## src/rtl/imdct_ola_reader.sv

```systemverilog
// Drains the IMDCT result RAM, overlap-adds against the overlap RAM, streams
// saturated samples over valid/ready and saves the frame's second half as the next overlap.
module imdct_ola_reader #(
  parameter int DW = 24,
  parameter int AW = 9
) (
  input  logic          clk,
  input  logic          rst_n,
  input  logic          start,
  input  logic          tabidx,
  input  logic          first_frame,
  output logic [AW-1:0] ram_raddr_a,
  output logic [AW-1:0] ram_raddr_b,
  output logic          ram_re,
  input  logic [DW-1:0] ram_rdata_a,
  input  logic [DW-1:0] ram_rdata_b,
  output logic [AW-1:0] ovl_raddr,
  input  logic [DW-1:0] ovl_rdata,
  output logic [AW-1:0] ovl_waddr,
  output logic          ovl_we,
  output logic [DW-1:0] ovl_wdata,
  output logic [DW-1:0] out_data,
  output logic          out_valid,
  input  logic          out_ready,
  output logic          busy,
  output logic          done
);

  typedef enum logic [1:0] {
    S_IDLE  = 2'd0,
    S_RUN   = 2'd1,
    S_DRAIN = 2'd2
  } state_e;

  state_e        state_q;
  logic          tab_q;
  logic          first_q;
  logic [AW-1:0] idx_q;
  logic [AW-1:0] addr_a_q;
  logic [AW-1:0] addr_b_q;
  logic          inflight_q;
  logic [1:0]    cnt_q;
  logic [DW-1:0] buf0_q;
  logic [DW-1:0] buf1_q;
  logic          done_q;

  logic [AW-1:0] len_s;
  logic          pop_s;
  logic          push_s;
  logic [2:0]    credit_s;
  logic          issue_s;
  logic          drain_done_s;
  logic [DW:0]   sum_s;
  logic [DW-1:0] sat_s;

  function automatic logic [DW-1:0] sat_f(input logic [DW:0] v);
    if (v[DW] != v[DW-1]) begin
      return v[DW] ? {1'b1, {(DW-1){1'b0}}} : {1'b0, {(DW-1){1'b1}}};
    end else begin
      return v[DW-1:0];
    end
  endfunction

  // Credit = samples already owed to the FIFO after this cycle's pop; a read may only
  // be issued while the FIFO is guaranteed a free slot when its data returns.
  always_comb begin
    len_s        = tab_q ? AW'(256) : AW'(32);
    pop_s        = (cnt_q != 2'd0) && out_ready;
    push_s       = inflight_q;
    credit_s     = {1'b0, cnt_q} + {2'b00, inflight_q} - {2'b00, pop_s};
    issue_s      = (state_q == S_RUN) && (idx_q < len_s) && (credit_s < 3'd2);
    drain_done_s = (state_q == S_DRAIN) && !inflight_q && (credit_s == 3'd0);
    sum_s        = {ram_rdata_a[DW-1], ram_rdata_a} +
                   (first_q ? {(DW+1){1'b0}} : {ovl_rdata[DW-1], ovl_rdata});
    sat_s        = sat_f(sum_s);
  end

  // Address outputs follow the live index while issuing and hold otherwise.
  always_comb begin
    ram_re      = issue_s;
    ram_raddr_a = issue_s ? idx_q : addr_a_q;
    ram_raddr_b = issue_s ? (idx_q + len_s) : addr_b_q;
    ovl_raddr   = ram_raddr_a;
    ovl_we      = inflight_q;
    ovl_waddr   = addr_a_q;
    ovl_wdata   = inflight_q ? ram_rdata_b : {DW{1'b0}};
    out_data    = buf0_q;
    out_valid   = (cnt_q != 2'd0);
    busy        = (state_q != S_IDLE);
    done        = done_q;
  end

  // Frame sequencing: start latch, read issue and completion pulse.
  always_ff @(posedge clk or negedge rst_n) begin
    if (!rst_n) begin
      state_q    <= S_IDLE;
      tab_q      <= 1'b0;
      first_q    <= 1'b0;
      idx_q      <= {AW{1'b0}};
      addr_a_q   <= {AW{1'b0}};
      addr_b_q   <= {AW{1'b0}};
      inflight_q <= 1'b0;
      done_q     <= 1'b0;
    end else begin
      done_q     <= 1'b0;
      inflight_q <= issue_s;
      case (state_q)
        S_IDLE: begin
          if (start) begin
            tab_q   <= tabidx;
            first_q <= first_frame;
            idx_q   <= {AW{1'b0}};
            state_q <= S_RUN;
          end
        end
        S_RUN: begin
          if (issue_s) begin
            idx_q    <= idx_q + AW'(1);
            addr_a_q <= idx_q;
            addr_b_q <= idx_q + len_s;
            if (idx_q == (len_s - AW'(1))) begin
              state_q <= S_DRAIN;
            end
          end
        end
        S_DRAIN: begin
          if (drain_done_s) begin
            state_q <= S_IDLE;
            done_q  <= 1'b1;
          end
        end
        default: state_q <= S_IDLE;
      endcase
    end
  end

  // Two-entry output FIFO; entry 0 is the registered output sample.
  always_ff @(posedge clk or negedge rst_n) begin
    if (!rst_n) begin
      cnt_q  <= 2'd0;
      buf0_q <= {DW{1'b0}};
      buf1_q <= {DW{1'b0}};
    end else begin
      case ({push_s, pop_s})
        2'b11: begin
          if (cnt_q == 2'd1) begin
            buf0_q <= sat_s;
          end else begin
            buf0_q <= buf1_q;
            buf1_q <= sat_s;
          end
        end
        2'b10: begin
          if (cnt_q == 2'd0) begin
            buf0_q <= sat_s;
          end else begin
            buf1_q <= sat_s;
          end
          cnt_q <= cnt_q + 2'd1;
        end
        2'b01: begin
          buf0_q <= buf1_q;
          cnt_q  <= cnt_q - 2'd1;
        end
        default: begin
          cnt_q <= cnt_q;
        end
      endcase
    end
  end

endmodule
```

## config.mk

```make
export PLATFORM = sky130hd
export DESIGN_NAME = imdct_ola_reader
export DESIGN_NICKNAME = d
export VERILOG_FILES = /design/src/rtl/imdct_ola_reader.sv
export SDC_FILE = /design/constraint.sdc
export NUM_CORES = 1
export LEC_CHECK = 0
export ABC_AREA = 1
export BUFFER_PORTS_ARGS = -buffer_cell sky130_fd_sc_hd__buf_2
export CAP_MARGIN = 20
export CORE_ASPECT_RATIO = 0.5
export CORE_MARGIN = 1
export CORE_UTILIZATION = 45
export CTS_CLUSTER_DIAMETER = 30
export DETAILED_ROUTE_END_ITERATION = 7
export GPL_TIMING_DRIVEN = 0
export PLACE_DENSITY = 0.81
export SETUP_SLACK_MARGIN = 0.4
export SLEW_MARGIN = 20
export SYNTH_ARGS = -nofsm -noshare
export SYNTH_HDL_FRONTEND = slang
export SYNTH_SLANG_ARGS = --single-unit
```

## constraint.sdc

```tcl
create_clock -name clk -period 4 [get_ports clk]
set_input_delay 0.6 -clock clk [delete_from_list [all_inputs] [get_ports clk]]
set_output_delay 0.6 -clock clk [all_outputs]
set_load 0.05 [all_outputs]
```

==> results.py, run 1 <==
metrics = {
    "finish": {
        "ff_latch_area_sq_um": 2080,
        "area_delta_synth_final_pct": 34.8,
        "drive_above_1_share_pct": 25.7,
        "postLayoutCoreUtil_pct": 62.2,
        "finalNetCount": 1362,
        "fillers": 1308,
        "multi_input_area_sq_um": 4100,
        "diodes": 0,
    },
    "worst_setup_path": {
        "cp_max_fo": 5,
        "crit_required_ns": 3.40,
        "cpPeakStageDelay_ns": 0.51,
        "crit_path_frequent_cell": "ha_4",
        "start_kind": "flip-flop",
        "criticalPathCategory": "reg -> out",
        "worstSetupEndpointType": "primary output",
        "path_cells": "inv_2, ha_4, nor2_4, ha_4, inv_4, ha_4, inv_2, fa_2, and3_4, nand3_4, clkbuf_16, o21ai_4, buf_6, buf_8",
        "slowest_stage": "fa_2",
        "critPathArrivalTime_ns": 3.07,
        "crit_buf_inv": 6,
        "critical_path.top_delay_family": "adder cells",
    },
    "routing": {
        "finalWirelength_mm": 19.8,
        "first_pass_iters": 6,
        "drtIter0Drc": 565,
        "antenna_left": 0,
        "vias_per_cell": 5.08,
        "num_vias": 7357,
        "wl_per_cell_microns": 13.6,
        "drc": 0,
    },
    "floorplan": {
        "rows": 31,
        "core_sq_um": 14500,
        "die_w_microns": 174,
        "io_pins": 167,
        "initial_utilization_pct": 46.1,
        "die_area_sq_um": 15400,
        "die_y_microns": 88.2,
    },
    "power_and_ir_drop": {
        "power_leakage_nw": 5.09,
        "ir_drop_uv": 324,
        "power_density_nw_per_um2": 870,
    },
    "timing": {
        "clock-skew-final_ns": 0.00890,
        "slew_viol_final": 0,
        "rsz0062_at_grt": "yes",
        "worst_pin_slew_ns": 0.587,
        "finalCriticalPeriod_ns": 3.67,
        "finalHoldViolCount": 0,
        "max_slew_margin_pct": 60.9,
        "hold_ws_ns": 0.202,
        "setup_violations": 0,
        "fin_crit_sh_pct": 91.9,
        "max_freq_mhz": 272,
    },
    "logic_synthesis": {
        "synth_seq_cells": 83,
        "syn_inst": 1038,
        "ys_async_sr_fraction_pct": 100,
        "synth.top_cell.area_share_pct": 31.0,
        "yosysTopAreaCell": "dfrtp_1",
        "syn_area_per_cell_sq_um": 6.45,
        "synth_area_leaders": "dfrtp_1 (31%), nand2_1 (19%), inv_1 (8.8%)",
        "ys.flop_type": "dfrtp_1",
        "syn_nets": 1154,
        "synth_warnings": 0,
        "synthDistinctLibCells": 40,
        "syn_area_sq_um": 6690,
        "synth-seq-area-share_pct": 31.0,
        "synth_edf_count": 0,
    },
    "clocking": {
        "cts_buffer_depth": 2,
        "cts_sinks": 83,
        "numCtsBuffers": 9,
        "clk_latency_ns": 0.34,
        "root_buffer": "clkbuf_16",
        "cts.clk_slew.worst_paths_ns": 0.06,
        "htree_levels": 3,
        "cts_tree": "done",
    },
    "place": {
        "dp_hpwl_mm": 14.3,
        "port_buffers": 166,
        "place_congestion": 0.932,
    },
    "status": {
        "outcome": "finished clean",
    },
    "job": {
        "cap_violations": 0,
    },
    "global_route": {
        "first_global_vias": 6734,
        "antenna_found_initial": 0,
        "grt_overflow": 0,
        "grt_max_degree": 52,
        "grt_use_total_pct": 25.3,
        "grt_pass1_wl_mm": 31.1,
    },
    "min_path": {
        "min_path_type": "in -> async",
    },
}
## report_power, final
| group | switching (mW) | total [mW] | leakage [nW] | internal, mW |
|---|---|---|---|---|
| clock network | 0.340 | 0.876 | 0.148 | 0.535 |
| logic | 3.66 | 5.56 | 3.91 | 1.90 |
| registers | 0.215 | 1.42 | 1.03 | 1.20 |
| total | 4.21 | 7.85 | 5.09 | 3.64 |
## cells in the mapped netlist (2+ instances only)
cell / instances
xnor2_1: 11
nand2_1: 334
o21bai_1: 4
nand2_2: 26
ha_1: 36
nand4_1: 13
xor2_1: 9
buf_6: 5
inv_1: 156
o22ai_1: 2
nor3_1: 7
buf_1: 3
a31oi_1: 4
clkbuf_1: 21
a21oi_1: 90
buf_4: 11
and2_1: 2
o21ai_1: 18
nor2_1: 83
buf_2: 4
fa_1: 2
o21ai_0: 51
nand2_4: 3
nor3b_1: 3
clkinv_1: 2
a21oi_2: 2
nand3_1: 39
dfrtp_1: 83
nor2_2: 3
## sequential cells by signal, indices dropped and copies added (netlist names)
| register | cells |
|---|---|
| buf1_q | 24 |
| out_data | 24 |
| addr_b_q | 9 |
| idx_q | 9 |
| ovl_waddr | 9 |
| cnt_q | 2 |
| state_q | 2 |
| done | 1 |
| first_q | 1 |
| ovl_we | 1 |
| tab_q | 1 |
## path summary, 6_finish.rpt
kind / from / endpoint / slack (ns) / depth (start not counted)
max in group asynchronous: rst_n / out_data[19] / 3.16 / 2
worst min-delay path: rst_n / done / 0.20 / 1
worst max-delay path: cnt_q[0] / ram_raddr_a[6] / 0.33 / 14
min in group clk: out_data[16] / out_data[16] / 0.48 / 2
worst min register to register: out_data[16] / out_data[16] / 0.48 / 2
worst max register to register: cnt_q[0] / idx_q[7] / 0.59 / 18
## area by class of cell
class	count	share of cell area, %
Clock buffer	13	3.00
Buffer	45	4.13
Multi-Input combinational cell	752	45.4
Tap cell	198	2.75
Timing Repair Buffer	196	14.3
Sequential cell	83	23.0
Clock inverter	3	0.499
Inverter	159	6.81
## cells by family (layout without fill, tap and decap cells)
family / Yosys count / after routing / share of synthesized area [%]
adders and majority gates: 38 / 38 / 7.33
DFF: 83 / 83 / 31.0
xor gates and xnor gates: 20 / 20 / 2.62
AOI/OAI and AO/OA: 173 / 173 / 13.4
and+or+nand+nor: 520 / 521 / 32.6
buffers and inverters: 204 / 416 / 13.0
## cells in the final DEF (no fill, tap or decap), drive strengths merged
| cell type | n |
|---|---|
| nand2 | 363 |
| buf | 221 |
| inv | 157 |
| a21oi | 92 |
| nor2 | 87 |
| dfrtp | 83 |
| o21ai | 69 |
| nand3 | 41 |
| ha | 36 |
| clkbuf | 33 |
| nand4 | 13 |
| xnor2 | 11 |
| xor2 | 9 |
| nor3 | 7 |
| o21bai | 4 |
| a31oi | 4 |
| nor3b | 3 |
| o22ai | 2 |
| and2 | 2 |
| clkinvlp | 2 |
| or2 | 2 |
| clkinv | 2 |
| fa | 2 |
| and3 | 1 |
| nor4 | 1 |
| nand3b | 1 |
| o211a | 1 |
| a22o | 1 |
| bufinv | 1 |
## stage by stage
step           cell area [sq um]  TNS [ns]  instances  setup slack [ns]  total power, mW
2_1_floorplan               6800         0       1038             0.271             4.96
3_3_place_gp                7870         0       1402            0.0199             5.94
3_5_place_dp                7900    -0.245       1403           -0.0779             6.05
4_1_cts                     8830         0       1443             0.363             7.56
5_1_grt                     9020         0       1449             0.232             8.38
6_report                    9020         0       1449             0.325             7.85
## layer usage
layer | global-route usage (%) | share of wire [%] | vias to the layer above
met5 | 0 | 0 | -
met4 | 9.09 | 1.8 | 0
met1 | 32.0 | 43 | 3370
li1 | - | - | 3651
met2 | 45.3 | 49 | 306
met3 | 3.01 | 6.6 | 30
## timing repair
action / 4_1_cts / 5_1_grt
gates cloned: 3 / 0
hold buffers: 0 / 0
setup buffers: 21 / 6
pin swaps: 8 / 7
resized for setup: 113 / 40
endpoints found under the setup margin: 56 / 78
(Power assumes the default switching activity.)
==> run 2: changes to the inputs <==
- BUFFER_PORTS_ARGS: -buffer_cell sky130_fd_sc_hd__buf_2 -> default
- DONT_BUFFER_PORTS: default -> 1
- PLACE_DENSITY: 0.81 -> 0.72
==> results.py, run 2 (synthesis gave the netlist of run 1 again) <==
metrics = {
    "routing": {
        "wl_per_cell_microns": 14.7,
        "vias_per_cell": 5.24,
        "drc": 2,
        "finalWirelength_mm": 18.7,
        "num_vias": 6663,
        "first_pass_iters": 7,
        "antenna_left": 0,
        "drtIter0Drc": 450,
    },
    "job": {
        "cap_violations": 0,
    },
    "timing": {
        "fin_crit_sh_pct": 92.6,
        "clock-skew-final_ns": 0.0124,
        "setup_violations": 0,
        "worst_pin_slew_ns": 0.655,
        "max_freq_mhz": 270,
        "finalHoldViolCount": 0,
        "layout_setup_ws_ns": 0.296,
        "max_slew_margin_pct": 56.3,
        "finalSetupTns_ns": 0,
        "slew_viol_final": 0,
        "rsz0062_at_grt": "yes",
        "finalCriticalPeriod_ns": 3.70,
    },
    "floorplan": {
        "rows": 31,
        "io_pins": 167,
        "initial_utilization_pct": 46.1,
        "die_w_microns": 174,
        "die_y_microns": 88.2,
        "die_area_sq_um": 15400,
        "core_sq_um": 14500,
    },
    "power_and_ir_drop": {
        "power_density_nw_per_um2": 907,
        "ir_drop_uv": 310,
        "power_leakage_nw": 4.21,
    },
    "worst_setup_path": {
        "r2r_start": "cnt_q[0]",
        "cp_max_fo": 5,
        "cpPeakStageDelay_ns": 0.51,
        "critPathArrivalTime_ns": 3.10,
        "path_cells": "inv_2, ha_4, nor2_4, ha_4, inv_4, ha_4, inv_2, fa_2, and3_4, nand3_4, buf_12, buf_4, buf_8, o21ai_4",
        "slowest_stage": "fa_2",
        "crit_required_ns": 3.40,
        "worst_r2r_endpoint": "idx_q[7]",
        "rrSetupSlack_ns": 0.72,
        "criticalPathCategory": "reg -> out",
        "crit_path_frequent_cell": "ha_4",
        "start_kind": "flip-flop",
        "worstRegToRegCells": 15,
        "cp-startpoint": "cnt_q[0]",
        "worstSetupEndpointType": "primary output",
    },
    "clocking": {
        "root_buffer": "clkbuf_16",
        "cts_sinks": 83,
        "cts_buffer_depth": 2,
        "cts_tree": "done",
        "cts.clk_slew.worst_paths_ns": 0.06,
        "numCtsBuffers": 9,
        "clk_latency_ns": 0.34,
        "htree_levels": 3,
    },
    "finish": {
        "area_delta_synth_final_pct": 19.7,
        "drive_above_1_share_pct": 14.4,
        "layout_common_cells": "nand2_1 (301), inv_1 (152), a21oi_1 (87)",
        "fillers": 1388,
        "finalNetCount": 1186,
        "final_common_cell": "nand2_1",
        "design_area_sq_um": 8010,
        "diodes": 0,
    },
    "status": {
        "outcome": "finished, violations left",
        "violations": "DRC",
    },
    "place": {
        "place_ws_ns": -0.0756,
        "port_buffers": 0,
        "place_congestion": 0.881,
        "dp_hpwl_mm": 13.7,
        "dpl-instance-area_sq_um": 7040,
    },
    "global_route": {
        "grt_max_degree": 84,
        "grt_overflow": 0,
        "grt_pass1_wl_mm": 29.8,
        "antenna_found_initial": 0,
        "first_global_vias": 6302,
        "grt_use_total_pct": 24.2,
    },
    "min_path": {
        "min_path_type": "in -> async",
    },
}
[run 2: routing by layer]
| metal | share of wire, % | global-route usage (%) | wire length (microns) |
|---|---|---|---|
| met1 | 45 | 31.1 | 8400 |
| met2 | 46 | 42.3 | 8670 |
| met3 | 7.0 | 4.77 | 1300 |
| met4 | 1.5 | 6.70 | 284 |
| met5 | 0 | 0 | 0 |
[run 2: metrics by stage]
stage          hold slack (ns)  std cells  util [%]  total power, mW
2_1_floorplan            0.304       1038         -             4.96
3_3_place_gp             0.306       1236      48.6             5.65
3_5_place_dp             0.307       1236      48.6             5.73
4_1_cts                  0.189       1266      53.8             7.02
5_1_grt                  0.204       1271      55.2             7.80
6_report                 0.181       1271      55.2             7.27
[run 2: what timing repair did]
action / CTS / global route
cloned: 3 / 0
endpoints found under the setup margin: 56 / 67
resized for setup: 80 / 47
pin swaps: 10 / 13
hold endpoints to repair: 83 / 0
hold buffers: 1 / 0
setup buffers: 12 / 5
[run 2: power breakdown]
group / total, mW / switching (mW) / internal (mW)
Sequential: 1.98 / 0.788 / 1.19
Clock: 0.735 / 0.323 / 0.412
Combinational: 4.55 / 3.01 / 1.55
[run 2: worst max path at each step]
stage / cells after the start / to / slack, ns
final: 14 / ram_raddr_b[7] / 0.30
after global routing: 13 / ram_raddr_a[8] / 0.21
after CTS: 13 / ram_raddr_a[5] / 0.33
after detailed placement: 14 / ram_raddr_b[7] / -0.08
after global placement: 12 / ram_raddr_b[8] / -0.03
after floorplan: 12 / ram_raddr_b[5] / 0.27
[run 2: worst max-delay path: cells and delay by family (launching register included)]
kind                       cells  cell delay, ns
AOI/OAI and AO/OA              1            0.37
adders and majority gates      4            1.00
DFF                            1            0.37
and+or+nand+nor                3            0.45
buffers and inverters          6            0.58
[run 2: layout make-up]
| class | count | area [sq um] | area share, % |
|---|---|---|---|
| Timing Repair Buffer | 20 | 201 | 2.51 |
| Clock buffer | 11 | 233 | 2.90 |
| Multi-Input combinational cell | 751 | 4210 | 52.5 |
| Clock inverter | 3 | 17.5 | 0.219 |
| Timing Repair inverter | 1 | 8.76 | 0.109 |
| Tap cell | 198 | 248 | 3.09 |
| Sequential cell | 83 | 2080 | 25.9 |
| Buffer | 45 | 393 | 4.90 |
| Inverter | 159 | 628 | 7.84 |
==> run 3: changes to the inputs <==
- CORE_ASPECT_RATIO: 0.5 -> 1.4
==> results.py, run 3 (synthesis gave the netlist of run 1 again) <==
metrics = {
    "routing": {
        "drtIter0Drc": 377,
        "vias_per_cell": 5.16,
        "num_vias": 6568,
        "finalWirelength_mm": 18.7,
        "antenna_left": 0,
        "first_pass_iters": 5,
        "wl_per_cell_microns": 14.7,
        "drc": 0,
    },
    "place": {
        "port_buffers": 0,
        "place_ws_ns": -0.0963,
        "dp_hpwl_mm": 14.1,
        "place_congestion": 0.890,
    },
    "floorplan": {
        "initial_utilization_pct": 46.1,
        "die_w_microns": 105,
        "core_sq_um": 14500,
        "rows": 52,
        "die_y_microns": 146,
        "io_pins": 167,
        "die_area_sq_um": 15400,
    },
    "clocking": {
        "cts.clk_slew.worst_paths_ns": 0.06,
        "cts_buffer_depth": 2,
        "cts_tree": "done",
        "htree_levels": 3,
        "cts_sinks": 83,
        "numCtsBuffers": 9,
        "root_buffer": "clkbuf_16",
        "clk_latency_ns": 0.34,
    },
    "min_path": {
        "min_path_type": "in -> async",
    },
    "finish": {
        "drive_above_1_share_pct": 14.6,
        "diodes": 0,
        "area_delta_synth_final_pct": 21.3,
        "final_common_cell": "nand2_1",
        "finalNetCount": 1195,
        "fillers": 1398,
        "layout_common_cells": "nand2_1 (302), inv_1 (152), a21oi_1 (90)",
    },
    "global_route": {
        "grt_util_met3_pct": 3.66,
        "grt_pass1_wl_mm": 30.0,
        "grt_use_total_pct": 24.3,
        "grtUsageMet1_pct": 25.2,
        "top_usage_layer": "met2",
        "antenna_found_initial": 0,
        "grt_overflow": 0,
        "first_global_vias": 6310,
        "grt_max_degree": 84,
        "grtUsageMet2_pct": 48.6,
    },
    "worst_setup_path": {
        "worstSetupEndpointType": "primary output",
        "critPathArrivalTime_ns": 3.16,
        "criticalPathCategory": "reg -> out",
        "r2r_start": "cnt_q[0]",
        "cp_max_fo": 7,
        "start_kind": "flip-flop",
        "cp-startpoint": "cnt_q[0]",
        "crit_required_ns": 3.40,
    },
    "timing": {
        "fin_crit_sh_pct": 94.1,
        "finalCriticalPeriod_ns": 3.76,
        "hold_ws_ns": 0.162,
        "layout_setup_ws_ns": 0.236,
        "slew_viol_final": 0,
        "clock-skew-final_ns": 0.00989,
        "finalHoldViolCount": 0,
        "setup_violations": 0,
        "max_slew_margin_pct": 56.6,
        "rsz0062_at_grt": "yes",
        "max_freq_mhz": 266,
        "worst_pin_slew_ns": 0.652,
    },
    "power_and_ir_drop": {
        "power_density_nw_per_um2": 901,
        "power_leakage_nw": 4.26,
        "ir_drop_uv": 508,
    },
    "status": {
        "outcome": "finished clean",
    },
    "job": {
        "cap_violations": 0,
    },
}
-- run 3: critical path: stages, from the launching register on --
cell and delay, ns:
dfrtp_1 0.38, inv_2 0.07, ha_4 0.17, nor2_4 0.11
ha_4 0.21, inv_2 0.06, ha_4 0.12, inv_2 0.03
fa_2 0.51, and3_4 0.21, nand3_4 0.15, clkbuf_16 0.22
o21ai_4 0.36, buf_6 0.22
-- run 3: path summary, 6_finish.rpt --
check,to,slack (ns),cells after the start
min reg2reg,buf1_q[23],0.50,2
max reg2reg,idx_q[7],0.58,15
min,ovl_waddr[4],0.16,1
max in group asynchronous,buf1_q[19],3.50,1
max,ram_raddr_a[6],0.24,13
min in group clk,tab_q,0.39,2
-- run 3: final cells by class --
cell class                      instances  area, sq um  share of cell area [%]
Buffer                                 45          373                    4.59
Clock buffer                           13          260                    3.21
Clock inverter                          3         46.3                   0.570
Inverter                              159          626                    7.71
Multi-Input combinational cell        751         4200                    51.7
Sequential cell                        83         2080                    25.6
Tap cell                              189          236                    2.91
Timing Repair Buffer                   29          285                    3.51
Timing Repair inverter                  1         16.3                   0.200
-- run 3: repair_timing --
action,in CTS,in global routing
gates resized for setup,82,30
hold endpoints to repair,83,0
cloned,2,0
hold buffers,1,0
buffers inserted,14,13
pin swaps,12,5
setup endpoints to repair,56,64
-- run 3: per-layer routing --
metal,part of all wire [%],vias up
met2,57,192
met1,37,3017
li1,-,3332
met5,0,-
met4,1.9,0
met3,4.1,27
-- run 3: per-stage QoR --
stage                     std cells  total power [mW]  cell area, sq um  util (%)  TNS, ns
after detailed placement       1227              5.71              7030      48.5   -0.501
after floorplan                1038              4.96              6800         -        0
after global placement         1227              5.65              7030      48.5   -0.146
after CTS                      1260              7.12              7890      54.4        0
final                          1273              7.32              8120      56.0        0
after global routing           1273              7.84              8120      56.0        0
-- run 3: power by group --
part           total, mW  switching (mW)  leakage (nW)  internal, mW
Clock              0.854           0.334         0.146         0.520
Combinational       4.48            2.93          3.08          1.55
Sequential          1.99           0.796          1.03          1.19
Total               7.32            4.06          4.26          3.25
